### src/rtl/fetch_pkg.sv
// Shared types for the instruction-fetch front end.
//   XLEN          : datapath width
//   NOP_INST      : bubble instruction (addi x0,x0,0)
//   fetch_entry_t : {pc, inst} pair carried through the fetch queues
//   rsp_e         : what happens to a memory response this cycle
package fetch_pkg;

    localparam int unsigned XLEN = 32;
    localparam logic [31:0] NOP_INST = 32'h0000_0013;

    typedef struct packed {
        logic [31:0] pc;
        logic [31:0] inst;
    } fetch_entry_t;

    typedef enum logic [1:0] {
        RSP_NONE,   // no response, or a response with nothing in flight
        RSP_DROP,   // response belongs to a fetch discarded by redirect
        RSP_PUSH    // response belongs to the oldest live fetch
    } rsp_e;

endpackage

### src/rtl/fetch_fifo.sv
// Synchronous FIFO of fetch_entry_t with flush and occupancy count.
//   clk, rst : clock, synchronous active-high reset
//   flush    : empty the FIFO (same cycle priority as rst)
//   push     : write wdata (accepted when not full, or full with a pop)
//   pop      : discard head (ignored when empty)
//   rdata    : head entry, read directly from storage
//   count    : number of stored entries
//   empty    : count == 0
//   full     : count == DEPTH
module fetch_fifo
    import fetch_pkg::*;
#(
    parameter int unsigned DEPTH = 2
) (
    input  logic                         clk,
    input  logic                         rst,
    input  logic                         flush,
    input  logic                         push,
    input  fetch_entry_t                 wdata,
    input  logic                         pop,
    output fetch_entry_t                 rdata,
    output logic [$clog2(DEPTH+1)-1:0]   count,
    output logic                         empty,
    output logic                         full
);

    localparam int unsigned AW = (DEPTH > 1) ? $clog2(DEPTH) : 1;
    localparam int unsigned CW = $clog2(DEPTH + 1);

    fetch_entry_t   mem [DEPTH];
    logic [AW-1:0]  rd_ptr;
    logic [AW-1:0]  wr_ptr;
    logic           do_push;
    logic           do_pop;

    // Pointers wrap at DEPTH, which need not be a power of two.
    function automatic logic [AW-1:0] ptr_inc(input logic [AW-1:0] p);
        return (p == AW'(DEPTH - 1)) ? '0 : p + AW'(1);
    endfunction

    assign empty   = (count == '0);
    assign full    = (count == CW'(DEPTH));
    assign do_pop  = pop && !empty;
    assign do_push = push && (!full || do_pop);
    assign rdata   = mem[rd_ptr];

    always_ff @(posedge clk) begin
        if (rst || flush) begin
            rd_ptr <= '0;
            wr_ptr <= '0;
            count  <= '0;
        end else begin
            if (do_push) wr_ptr <= ptr_inc(wr_ptr);
            if (do_pop)  rd_ptr <= ptr_inc(rd_ptr);
            count <= count + CW'(do_push) - CW'(do_pop);
        end
    end

    always_ff @(posedge clk) begin
        if (do_push) mem[wr_ptr] <= wdata;
    end

endmodule

### src/rtl/if_fetch_unit.sv
// Instruction-fetch front end: owns the fetch PC, issues in-order requests
// over req/gnt/rvalid, pairs each returned word with its PC and presents the
// oldest buffered instruction to the IF/ID register.
//   clk, rst              : clock, synchronous active-high reset
//   imem_req/addr/gnt     : request handshake (req&gnt = issue)
//   imem_rvalid/rdata     : in-order responses
//   stall                 : IF/ID not accepting; holds the presented word
//   redirect/redirect_pc  : discard all fetches and restart at redirect_pc
//   valid_IF/pc_curr_IF/inst_IF : presented instruction (0 / NOP when empty)
module if_fetch_unit
    import fetch_pkg::*;
#(
    parameter logic [31:0] RESET_PC = 32'h0000_0000,
    parameter int unsigned DEPTH    = 2,
    parameter logic [31:0] NOP_INST = fetch_pkg::NOP_INST
) (
    input  logic        clk,
    input  logic        rst,
    output logic        imem_req,
    output logic [31:0] imem_addr,
    input  logic        imem_gnt,
    input  logic        imem_rvalid,
    input  logic [31:0] imem_rdata,
    input  logic        stall,
    input  logic        redirect,
    input  logic [31:0] redirect_pc,
    output logic        valid_IF,
    output logic [31:0] pc_curr_IF,
    output logic [31:0] inst_IF
);

    localparam int unsigned CW = $clog2(DEPTH + 1);

    logic [31:0]    fetch_pc;
    logic [CW-1:0]  outstanding;
    logic [CW-1:0]  drop;
    logic [CW-1:0]  drop_after;
    logic [CW-1:0]  out_after;
    logic [CW-1:0]  buf_count;
    logic [CW-1:0]  pcq_count;
    logic [CW+1:0]  occupancy;
    rsp_e           rsp;
    logic           rsp_push;
    logic           issue;
    logic           pop_out;
    logic           pcq_empty;
    logic           pcq_full;
    logic           buf_empty;
    logic           buf_full;
    fetch_entry_t   pcq_wdata;
    fetch_entry_t   pcq_head;
    fetch_entry_t   buf_wdata;
    fetch_entry_t   buf_head;
    logic           unused_bits;

    always_comb begin
        rsp = RSP_NONE;
        if (imem_rvalid) begin
            if (drop != '0)             rsp = RSP_DROP;
            else if (outstanding != '0) rsp = RSP_PUSH;
        end
    end

    assign rsp_push   = (rsp == RSP_PUSH);
    assign drop_after = drop - CW'(rsp == RSP_DROP);
    assign out_after  = outstanding - CW'(rsp_push);

    assign valid_IF   = !buf_empty;
    assign pop_out    = valid_IF && !stall && !redirect;
    assign pc_curr_IF = valid_IF ? buf_head.pc   : '0;
    assign inst_IF    = valid_IF ? buf_head.inst : NOP_INST;

    // The slot freed by this cycle's pop is credited immediately: the request
    // issued now cannot return before next cycle, which sustains one
    // instruction per cycle with DEPTH=2 and latency-1 memory.
    assign occupancy = (CW+2)'(outstanding) + (CW+2)'(drop)
                     + (CW+2)'(buf_count) - (CW+2)'(pop_out);
    assign imem_req  = !rst && !redirect && (occupancy < (CW+2)'(DEPTH));
    assign imem_addr = fetch_pc;
    assign issue     = imem_req && imem_gnt;

    assign pcq_wdata = '{pc: fetch_pc, inst: '0};
    assign buf_wdata = '{pc: pcq_head.pc, inst: imem_rdata};

    fetch_fifo #(.DEPTH(DEPTH)) u_pc_queue (
        .clk   (clk),
        .rst   (rst),
        .flush (redirect),
        .push  (issue),
        .wdata (pcq_wdata),
        .pop   (rsp_push),
        .rdata (pcq_head),
        .count (pcq_count),
        .empty (pcq_empty),
        .full  (pcq_full)
    );

    fetch_fifo #(.DEPTH(DEPTH)) u_ret_buf (
        .clk   (clk),
        .rst   (rst),
        .flush (redirect),
        .push  (rsp_push),
        .wdata (buf_wdata),
        .pop   (pop_out),
        .rdata (buf_head),
        .count (buf_count),
        .empty (buf_empty),
        .full  (buf_full)
    );

    always_ff @(posedge clk) begin
        if (rst) begin
            fetch_pc    <= RESET_PC;
            outstanding <= '0;
            drop        <= '0;
        end else if (redirect) begin
            fetch_pc    <= {redirect_pc[31:2], 2'b00};
            outstanding <= '0;
            // Every response still owed by memory is now garbage, including
            // ones already marked for dropping by an earlier redirect.
            drop        <= drop_after + out_after;
        end else begin
            drop        <= drop_after;
            outstanding <= out_after + CW'(issue);
            if (issue) fetch_pc <= fetch_pc + 32'd4;
        end
    end

    assign unused_bits = ^{pcq_head.inst, pcq_count, pcq_empty, pcq_full,
                           buf_full, redirect_pc[1:0]};

endmodule

### config.mk
export PLATFORM = sky130hd
export DESIGN_NAME = if_fetch_unit
export DESIGN_NICKNAME = d
export VERILOG_FILES = /design/src/rtl/fetch_pkg.sv /design/src/rtl/fetch_fifo.sv /design/src/rtl/if_fetch_unit.sv
export SDC_FILE = /design/constraint.sdc
export NUM_CORES = 1
export LEC_CHECK = 0
export ABC_AREA = 1
export BUFFER_PORTS_ARGS = -buffer_cell sky130_fd_sc_hd__buf_2
export CORE_MARGIN = 5
export CORE_UTILIZATION = 28
export DETAILED_ROUTE_END_ITERATION = 8
export PLACE_DENSITY = 0.49
export SYNTH_ARGS = -nofsm -noshare
export SYNTH_HDL_FRONTEND = slang
export SYNTH_HIERARCHICAL = 1
export SYNTH_SLANG_ARGS = --single-unit
export TNS_END_PERCENT = 5
### constraint.sdc
create_clock -name clk -period 17.9 [get_ports clk]
set_clock_uncertainty 0.15 [all_clocks]
set_input_delay 1.79 -clock clk [delete_from_list [all_inputs] [get_ports clk]]
set_output_delay 1.79 -clock clk [all_outputs]
set_load 0.02 [all_outputs]
==> flow_metrics.env, run 1 <==
export IMPL_status="completed"
export IMPL_clkSlewWorstSetupHoldPaths_ns=0.06
export IMPL_cts_tree="done"
export IMPL_cts_made_buffers=27
export IMPL_core_area_sq_mm=0.03874
export IMPL_layout_min_cycle_time_ns=6.631
export IMPL_irDropWorstVdd_mv=0.05347
export IMPL_synth_avg_cell_area_sq_um=12.17
export IMPL_cap_violations=0
export IMPL_grt_ovfl_total=0
export IMPL_final_cell_mix="192 x edfxtp_1, 163 x buf_2, 125 x inv_1, 125 x nor2_1, 112 x nand2_1"
export IMPL_die_x_um=207.9
export IMPL_io_pins=168
export IMPL_wl_um=26290
export IMPL_firstDrtPassIters=4
export IMPL_final_common_cell="edfxtp_1"
export IMPL_multiInputGateArea_sq_mm=0.003558
export IMPL_cts_buffer_depth=3
export IMPL_post_cts_resized=0
export IMPL_cts_sinks=236
export IMPL_drt_iter0_markers=330
export IMPL_p_leak_nw=5.208
export IMPL_die_y_um=207.9
export IMPL_cts_root_buf="clkbuf_16"
export IMPL_report_final_slew_viol_count=0
export IMPL_finalHoldWorstSlack_ns=0.3537
export IMPL_ys_warn_count=6
export IMPL_areaGrowthSynthToFinish_pct=18.62
export IMPL_post_cts_buffers=0
export IMPL_start_kind="input pin"
export IMPL_syn_inst=901
export IMPL_post_drt_wl_per_cell_um=16.33
export IMPL_via_per_inst=4.209
export IMPL_grt_pass1_wl_um=40420
export IMPL_arrival_ns=4.69
export IMPL_rows=72
export IMPL_hold_violations=0
export IMPL_clock_latency_ns=0.54
export IMPL_cellPowerDensity_mw_per_mm2=94.53
export IMPL_initial_core_util=0.2831
export IMPL_portBuffers=163
export IMPL_place_area_sq_mm=0.01220
export IMPL_grt_usage=0.1190
export IMPL_worstMarginPinSlew_ns=1.135
export IMPL_ant_nets=0
export IMPL_setup_viol=0
export IMPL_min_period_over_period=0.3704
export IMPL_rsz0062_at_grt="no"
export IMPL_antennaDiodeCount=0
export IMPL_fill_cells=3938
export IMPL_worstPathRequired_ns=15.96
export IMPL_criticalPathCategory="in -> out"
export IMPL_h_tree_depth=1
export IMPL_max_freq_mhz=150.8
export IMPL_gp_congestion=0.8180
export IMPL_seq_area_sq_mm=0.006651
export IMPL_grt_pass1_vias=6808
export IMPL_grt_antenna_before_repair=1
export IMPL_drc=0
export IMPL_tns_ns=0
export IMPL_grt_max_degree=67
export IMPL_p_total_mw=1.230
export IMPL_fin_nets=1154
export IMPL_cp_end_kind="output port"
export IMPL_dp_hpwl_um=17150
export IMPL_drive_above_1_share=0.3114
export IMPL_stdcell_area_sq_mm=0.01301
export IMPL_hold_path_class="reg -> reg"
export IMPL_crit_path_max_fanout=21
export IMPL_maxSlewHeadroom=0.2413
export IMPL_cts_hold_buffers=0
export IMPL_syn_cell_area_sq_mm=0.01097
export IMPL_dieArea_sq_mm=0.04323
export IMPL_num_vias=6777
==> area by class of cell <==
type | instances | area share
clock buffers | 36 | 0.05607
clock inverters | 14 | 0.005867
inverters | 128 | 0.03789
multi-input cells | 510 | 0.2735
flip-flops and latches | 236 | 0.5113
well taps | 518 | 0.04982
repair buffers | 168 | 0.06559
==> registers in the layout, summed over array words and instances, names as in the netlist, named ones only <==
register,flops
u_ret_buf/mem,128
u_pc_queue/mem,64
imem_addr,30
drop,2
outstanding,2
u_pc_queue/count,2
u_ret_buf/count,2
u_pc_queue/rd_ptr,1
u_pc_queue/wr_ptr,1
u_ret_buf/rd_ptr,1
u_ret_buf/wr_ptr,1
==> final timing paths <==
path	start	to	slack, ns	depth (start not counted)
setup / recovery	redirect	imem_req	11.27	14
hold / removal	u_ret_buf/rd_ptr$_SDFFE_PP0N_	u_ret_buf/rd_ptr$_SDFFE_PP0N_	0.35	2
hold reg to reg	u_ret_buf/rd_ptr$_SDFFE_PP0N_	u_ret_buf/rd_ptr$_SDFFE_PP0N_	0.35	2
setup reg to reg	u_ret_buf/count[1]$_SDFF_PP0_	u_pc_queue/mem[1][60]$_DFFE_PP_	12.06	18
==> per-layer routing <==
metal  part of all wire  GRT usage  vias to the layer above
li1                   -          -                     3350
met1               0.43     0.1458                     3225
met3              0.057    0.02802                       37
met2               0.49     0.2071                      163
met4              0.027    0.03896                        2
met5            0.00049          0                        -
==> critical path, stage by stage <==
cell,delay (ns)
buf_2,0.28
nor3_1,0.60
ha_1,0.35
inv_1,0.06
ha_1,0.22
a21o_1,0.18
ha_1,0.19
fa_1,0.43
inv_1,0.06
nand2_1,0.12
nor2_8,0.14
nand2_4,0.07
inv_1,0.05
buf_2,0.15
==> through the flow <==
stage	utilization	worst slack, ns	std cells
after detailed placement	0.3151	10.97	1560
after floorplan	-	11.37	906
after global routing	0.3359	11.04	1610
final	0.3359	11.27	1610
after global placement	0.3151	11.08	1560
after CTS	0.3359	11.23	1610
==> where the power goes <==
part           switching (mW)  internal (mW)
combinational          0.0615         0.0382
sequential             0.0149          0.613
clock                   0.217          0.286
total                   0.293          0.937
Note: power is estimated with default switching activity, not from simulation.
==> inputs of run 2 (changes only) <==
Settings changed: ABC_AREA 1 to 0, PLACE_DENSITY 0.49 to 0.51.
Clock period 17.9 ns to 5.6 ns, I/O delays scaled along.
==> flow_metrics.env, run 2 <==
export IMPL_tns_ns=0
export IMPL_rsz0062_at_grt="no"
export IMPL_rows=69
export IMPL_clkSlewWorstSetupHoldPaths_ns=0.06
export IMPL_cts_made_buffers=28
export IMPL_grt_usage=0.1204
export IMPL_hp_start="imem_rdata[24]"
export IMPL_dpl_cell_count=1297
export IMPL_syn_inst=695
export IMPL_h_tree_depth=1
export IMPL_drc=0
export IMPL_hold_path_class="in -> reg"
export IMPL_num_vias=6083
export IMPL_drive_above_1_share=0.3795
export IMPL_report_final_slew_viol_count=0
export IMPL_antennaDiodeCount=0
export IMPL_cellPowerDensity_mw_per_mm2=337.0
export IMPL_ys_warn_count=6
export IMPL_via_per_inst=4.509
export IMPL_seq_area_sq_mm=0.006651
export IMPL_worstMarginPinSlew_ns=0.9459
export IMPL_final_cell_mix="192 x edfxtp_1, 163 x buf_2, 101 x mux2_2"
export IMPL_post_cts_resized=0
export IMPL_syn_cell_area_sq_mm=0.01002
export IMPL_final_common_cell="edfxtp_1"
export IMPL_multiInputGateArea_sq_mm=0.003178
export IMPL_cts_buffer_depth=3
export IMPL_io_pins=168
export IMPL_drt_iter0_markers=209
export IMPL_min_period_over_period=0.8360
export IMPL_layout_min_cycle_time_ns=4.682
export IMPL_post_drt_wl_per_cell_um=18.30
export IMPL_gp_congestion=0.7345
export IMPL_cts_tree="done"
export IMPL_areaGrowthSynthToFinish_pct=22.36
export IMPL_ff2ff_setup_slack_ns=0.92
export IMPL_die_y_um=199.2
export IMPL_die_x_um=199.2
export IMPL_dp_hpwl_um=15700
export IMPL_cp_end_kind="register"
export IMPL_p_leak_nw=4.454
export IMPL_synth_avg_cell_area_sq_um=14.42
export IMPL_cts_root_buf="clkbuf_16"
export IMPL_fill_cells=3510
export IMPL_grt_max_degree=66
export IMPL_pre_cts_ws_ns=0.8525
export IMPL_max_freq_mhz=213.6
export IMPL_fin_util=0.3456
export IMPL_grt_pass1_wl_um=36700
export IMPL_reg2regPathDepth=18
export IMPL_arrival_ns=4.99
export IMPL_post_cts_buffers=0
export IMPL_final_cells=1349
export IMPL_grt_pass1_vias=6066
export IMPL_wl_um=24690
export IMPL_hold_end="u_ret_buf/mem[0][24]$_DFFE_PP_"
export IMPL_clock_latency_ns=0.53
export IMPL_crit_path_max_fanout=19
export IMPL_grt_ovfl_total=0
export IMPL_firstDrtPassIters=4
export IMPL_core_area_sq_mm=0.03548
export IMPL_stdcell_area_sq_mm=0.01226
export IMPL_start_kind="register"
export IMPL_worstPathRequired_ns=5.91
export IMPL_fin_nets=949
export IMPL_portBuffers=163
export IMPL_largest_reg_flops=128
export IMPL_cap_violations=0
export IMPL_place_area_sq_mm=0.01140
export IMPL_initial_core_util=0.2824
export IMPL_r2r_end="u_pc_queue/count[1]$_SDFF_PP0_"
export IMPL_min_path_cells=1
export IMPL_setup_viol=0
export IMPL_setup_slack_ns=0.9184
export IMPL_status="completed"
export IMPL_dieArea_sq_mm=0.03967
export IMPL_maxSlewHeadroom=0.3694
export IMPL_ant_nets=0
export IMPL_r2r_start="u_ret_buf/count[1]$_SDFF_PP0_"
export IMPL_cts_sinks=236
export IMPL_criticalPathCategory="reg -> reg"
export IMPL_grt_antenna_before_repair=0
export IMPL_cts_hold_buffers=0
export IMPL_hold_violations=0
export IMPL_irDropWorstVdd_mv=0.2074
export IMPL_top_register="u_ret_buf/mem"
run 2: power by group:
part	switching [mW]	total (mW)	leakage, nW	internal [mW]
clock	0.672	1.68	0.416	1.01
combinational	0.241	0.396	1.93	0.155
sequential	0.0549	2.06	2.11	2.00
total	0.968	4.13	4.45	3.16
run 2: worst max-delay path by stage:
| stage | cells past startpoint | slack, ns | from | to |
|---|---|---|---|---|
| detailed placement | 18 | 0.85 | stall | u_pc_queue/count[1]$_SDFF_PP0_ |
| finish | 18 | 0.92 | u_ret_buf/count[1]$_SDFF_PP0_ | u_pc_queue/count[1]$_SDFF_PP0_ |
| global placement | 18 | 0.93 | stall | u_pc_queue/count[1]$_SDFF_PP0_ |
| global route | 18 | 0.55 | u_ret_buf/count[1]$_SDFF_PP0_ | u_pc_queue/count[1]$_SDFF_PP0_ |
| CTS | 18 | 0.90 | u_ret_buf/count[1]$_SDFF_PP0_ | u_pc_queue/count[1]$_SDFF_PP0_ |
| floorplan | 15 | 0.18 | redirect | u_pc_queue/mem[0][32]$_DFFE_PP_ |
run 2: metal layers:
layer  vias to the layer above  part of all wire  GRT usage
li1                       2920                 -          -
met1                      2991              0.44     0.1584
met2                       149              0.49     0.2047
met3                        23             0.062    0.02883
met4                         0             0.014    0.02280
met5                         -                 0          0
run 2: critical path: stages, from the launching register on:
cell	delay, ns
dfxtp_1	0.52
nor2_4	0.07
nor3_1	0.57
ha_1	0.35
inv_1	0.06
ha_1	0.22
a21o_1	0.18
ha_1	0.19
fa_1	0.47
nor4b_2	0.25
nand3_1	0.13
inv_2	0.32
xor2_1	0.12
o21ai_0	0.17
nor2_1	0.06
ha_1	0.18
xor2_1	0.14
or3_1	0.31
a21oi_1	0.14
run 2: through the flow:
step / power (mW) / hold slack (ns)
2_1_floorplan: 2.343 / 0.3225
3_3_place_gp: 2.491 / 0.3352
3_5_place_dp: 2.500 / 0.3379
4_1_cts: 4.218 / 0.03106
5_1_grt: 4.353 / 0.03528
6_report: 4.132 / 0.06899
run 2: area by class of cell:
cell class,count,share of cell area
Sequential cell,236,0.5424
Multi-Input combinational cell,406,0.2592
Timing Repair Buffer,173,0.07469
Clock inverter,11,0.006531
Clock buffer,41,0.06367
Tap cell,461,0.04704
Inverter,21,0.006429
==> inputs of run 3 (changes only) <==
Settings changed: ABC_AREA 0 to 1, PLACE_DENSITY 0.51 to 0.49.
Clock period 5.6 ns to 4.4 ns, I/O delays scaled along.
==> flow_metrics.env, run 3 (synthesis gave the netlist of run 1 again) <==
export IMPL_grt_pass1_wl_um=40970
export IMPL_multiInputGateArea_sq_mm=0.003561
export IMPL_num_vias=6884
export IMPL_grt_antenna_before_repair=1
export IMPL_antennaDiodeCount=0
export IMPL_rsz0062_at_grt="no"
export IMPL_grt_max_degree=66
export IMPL_seq_area_sq_mm=0.006651
export IMPL_dpl_cell_count=1569
export IMPL_worstMarginPinSlew_ns=0.9519
export IMPL_p_total_mw=5.320
export IMPL_die_x_um=207.9
export IMPL_gp_congestion=0.8246
export IMPL_criticalPathCategory="reg -> out"
export IMPL_cts_made_buffers=27
export IMPL_h_tree_depth=1
export IMPL_hold_path_class="in -> reg"
export IMPL_portBuffers=163
export IMPL_p_leak_nw=5.456
export IMPL_rows=72
export IMPL_areaGrowthSynthToFinish_pct=23.79
export IMPL_cts_sinks=236
export IMPL_drt_iter0_markers=390
export IMPL_firstDrtPassIters=5
export IMPL_irDropWorstVdd_mv=0.2108
export IMPL_setup_slack_ns=0.4250
export IMPL_drc=0
export IMPL_worstPathRequired_ns=3.81
export IMPL_die_y_um=207.9
export IMPL_start_kind="register"
export IMPL_cts_tree="done"
export IMPL_ant_nets=0
export IMPL_fill_cells=3909
export IMPL_cts_root_buf="clkbuf_16"
export IMPL_cellPowerDensity_mw_per_mm2=391.8
export IMPL_tns_ns=0
export IMPL_core_area_sq_mm=0.03874
export IMPL_crit_path_max_fanout=5
export IMPL_initial_core_util=0.2831
export IMPL_final_cells=1651
export IMPL_cap_violations=0
export IMPL_final_cell_mix="192 x edfxtp_1, 163 x buf_2, 125 x inv_1, 125 x nor2_1, 111 x nand2_1"
export IMPL_cts_buffer_depth=3
export IMPL_grt_pass1_vias=7082
export IMPL_max_freq_mhz=251.6
export IMPL_maxSlewHeadroom=0.3654
export IMPL_hold_violations=0
export IMPL_pre_cts_ws_ns=0.2838
export IMPL_min_period_over_period=0.9034
export IMPL_status="completed"
export IMPL_arrival_ns=3.38
export IMPL_via_per_inst=4.170
export IMPL_drive_above_1_share=0.3116
export IMPL_dieArea_sq_mm=0.04323
export IMPL_final_common_cell="edfxtp_1"
export IMPL_clock_latency_ns=0.52
export IMPL_setup_viol=0
export IMPL_grt_usage=0.1190
export IMPL_post_drt_wl_per_cell_um=15.83
export IMPL_io_pins=168
export IMPL_cp_end_kind="output port"
export IMPL_dp_hpwl_um=17280
export IMPL_layout_min_cycle_time_ns=3.975
export IMPL_wl_um=26130
export IMPL_largest_reg_flops=128
export IMPL_grt_ovfl_total=0
export IMPL_top_register="u_ret_buf/mem"
export IMPL_clkSlewWorstSetupHoldPaths_ns=0.06
export IMPL_fin_nets=1196
export IMPL_report_final_slew_viol_count=0
## run 3: changes by cell type in the layout (fill, tap and decap cells not counted), moves of 10 or more
cell	before	now
nand2_1	16	111
nor2_1	39	125
nor2b_1	61	0
a211oi_1	12	2
mux2_4	0	88
nand4_1	13	3
nand3_1	14	41
mux2_2	101	8
inv_1	19	125
xor2_1	22	6
o21ai_0	5	26
dlygate4sd3_1	0	32
## run 3: final cells by class
class                      count  share of cell area
inverter                     128             0.03631
tap                          518             0.04774
timing repair buffer         210             0.09474
sequential                   236              0.4899
clock inverter                13             0.01382
clock buffer                  36             0.05520
multi-input combinational    510              0.2623
## run 3: worst paths after layout
path	start	end	slack [ns]	cells after the start
hold reg to reg	u_pc_queue/rd_ptr$_SDFFE_PP0N_	u_pc_queue/rd_ptr$_SDFFE_PP0N_	0.35	2
hold / removal	redirect_pc[21]	imem_addr[21]$_SDFFE_PP0P_	0.05	3
setup reg to reg	u_ret_buf/count[1]$_SDFF_PP0_	u_pc_queue/count[1]$_SDFF_PP0_	0.45	26
setup / recovery	u_ret_buf/count[1]$_SDFF_PP0_	imem_req	0.43	16
## run 3: report_power, final
group          leakage (nW)  internal, mW  total, mW  switching (mW)
Clock                 0.452          1.44       2.33           0.889
Combinational          2.90         0.186      0.443           0.258
Sequential             2.10          2.49       2.55          0.0583
Total                  5.46          4.12       5.32            1.20
## run 3: through the flow
step                hold slack, ns    util  area [sq um]
floorplan                   0.3145       -         11000
global placement            0.3341  0.3178         12310
detailed placement          0.3405  0.3178         12310
CTS                        0.01526  0.3502         13570
global route               0.03470  0.3505         13580
finish                     0.05374  0.3505         13580
## run 3: timing repair
item                       in CTS  in global routing
resized for setup               0                  1
hold buffers                   32                  0
setup endpoints to repair       0                  1
buffers inserted                0                  1
hold endpoints to repair       64                  0
## run 3: metal layers
| metal | wire (um) | GRT usage | vias to the layer above | share of wire |
|---|---|---|---|---|
| li1 | - | - | 3426 | - |
| met1 | 11560 | 0.1511 | 3235 | 0.44 |
| met2 | 12300 | 0.2014 | 179 | 0.47 |
| met3 | 1631 | 0.03043 | 42 | 0.062 |
| met4 | 622 | 0.03511 | 2 | 0.024 |
| met5 | 13 | 0 | - | 0.00050 |
## run 3: critical path, cell delays in order, from the launching register on
cell and delay (ns):
dfxtp_1 0.41, inv_1 0.06, nand2_1 0.14, inv_2 0.05, nor3_1 0.24, ha_1 0.28
inv_1 0.06, ha_1 0.22, a21o_1 0.18, ha_1 0.19, fa_1 0.42, inv_1 0.06
nand2_1 0.11, nor2_8 0.14, nand2_4 0.07, inv_1 0.07, buf_2 0.17
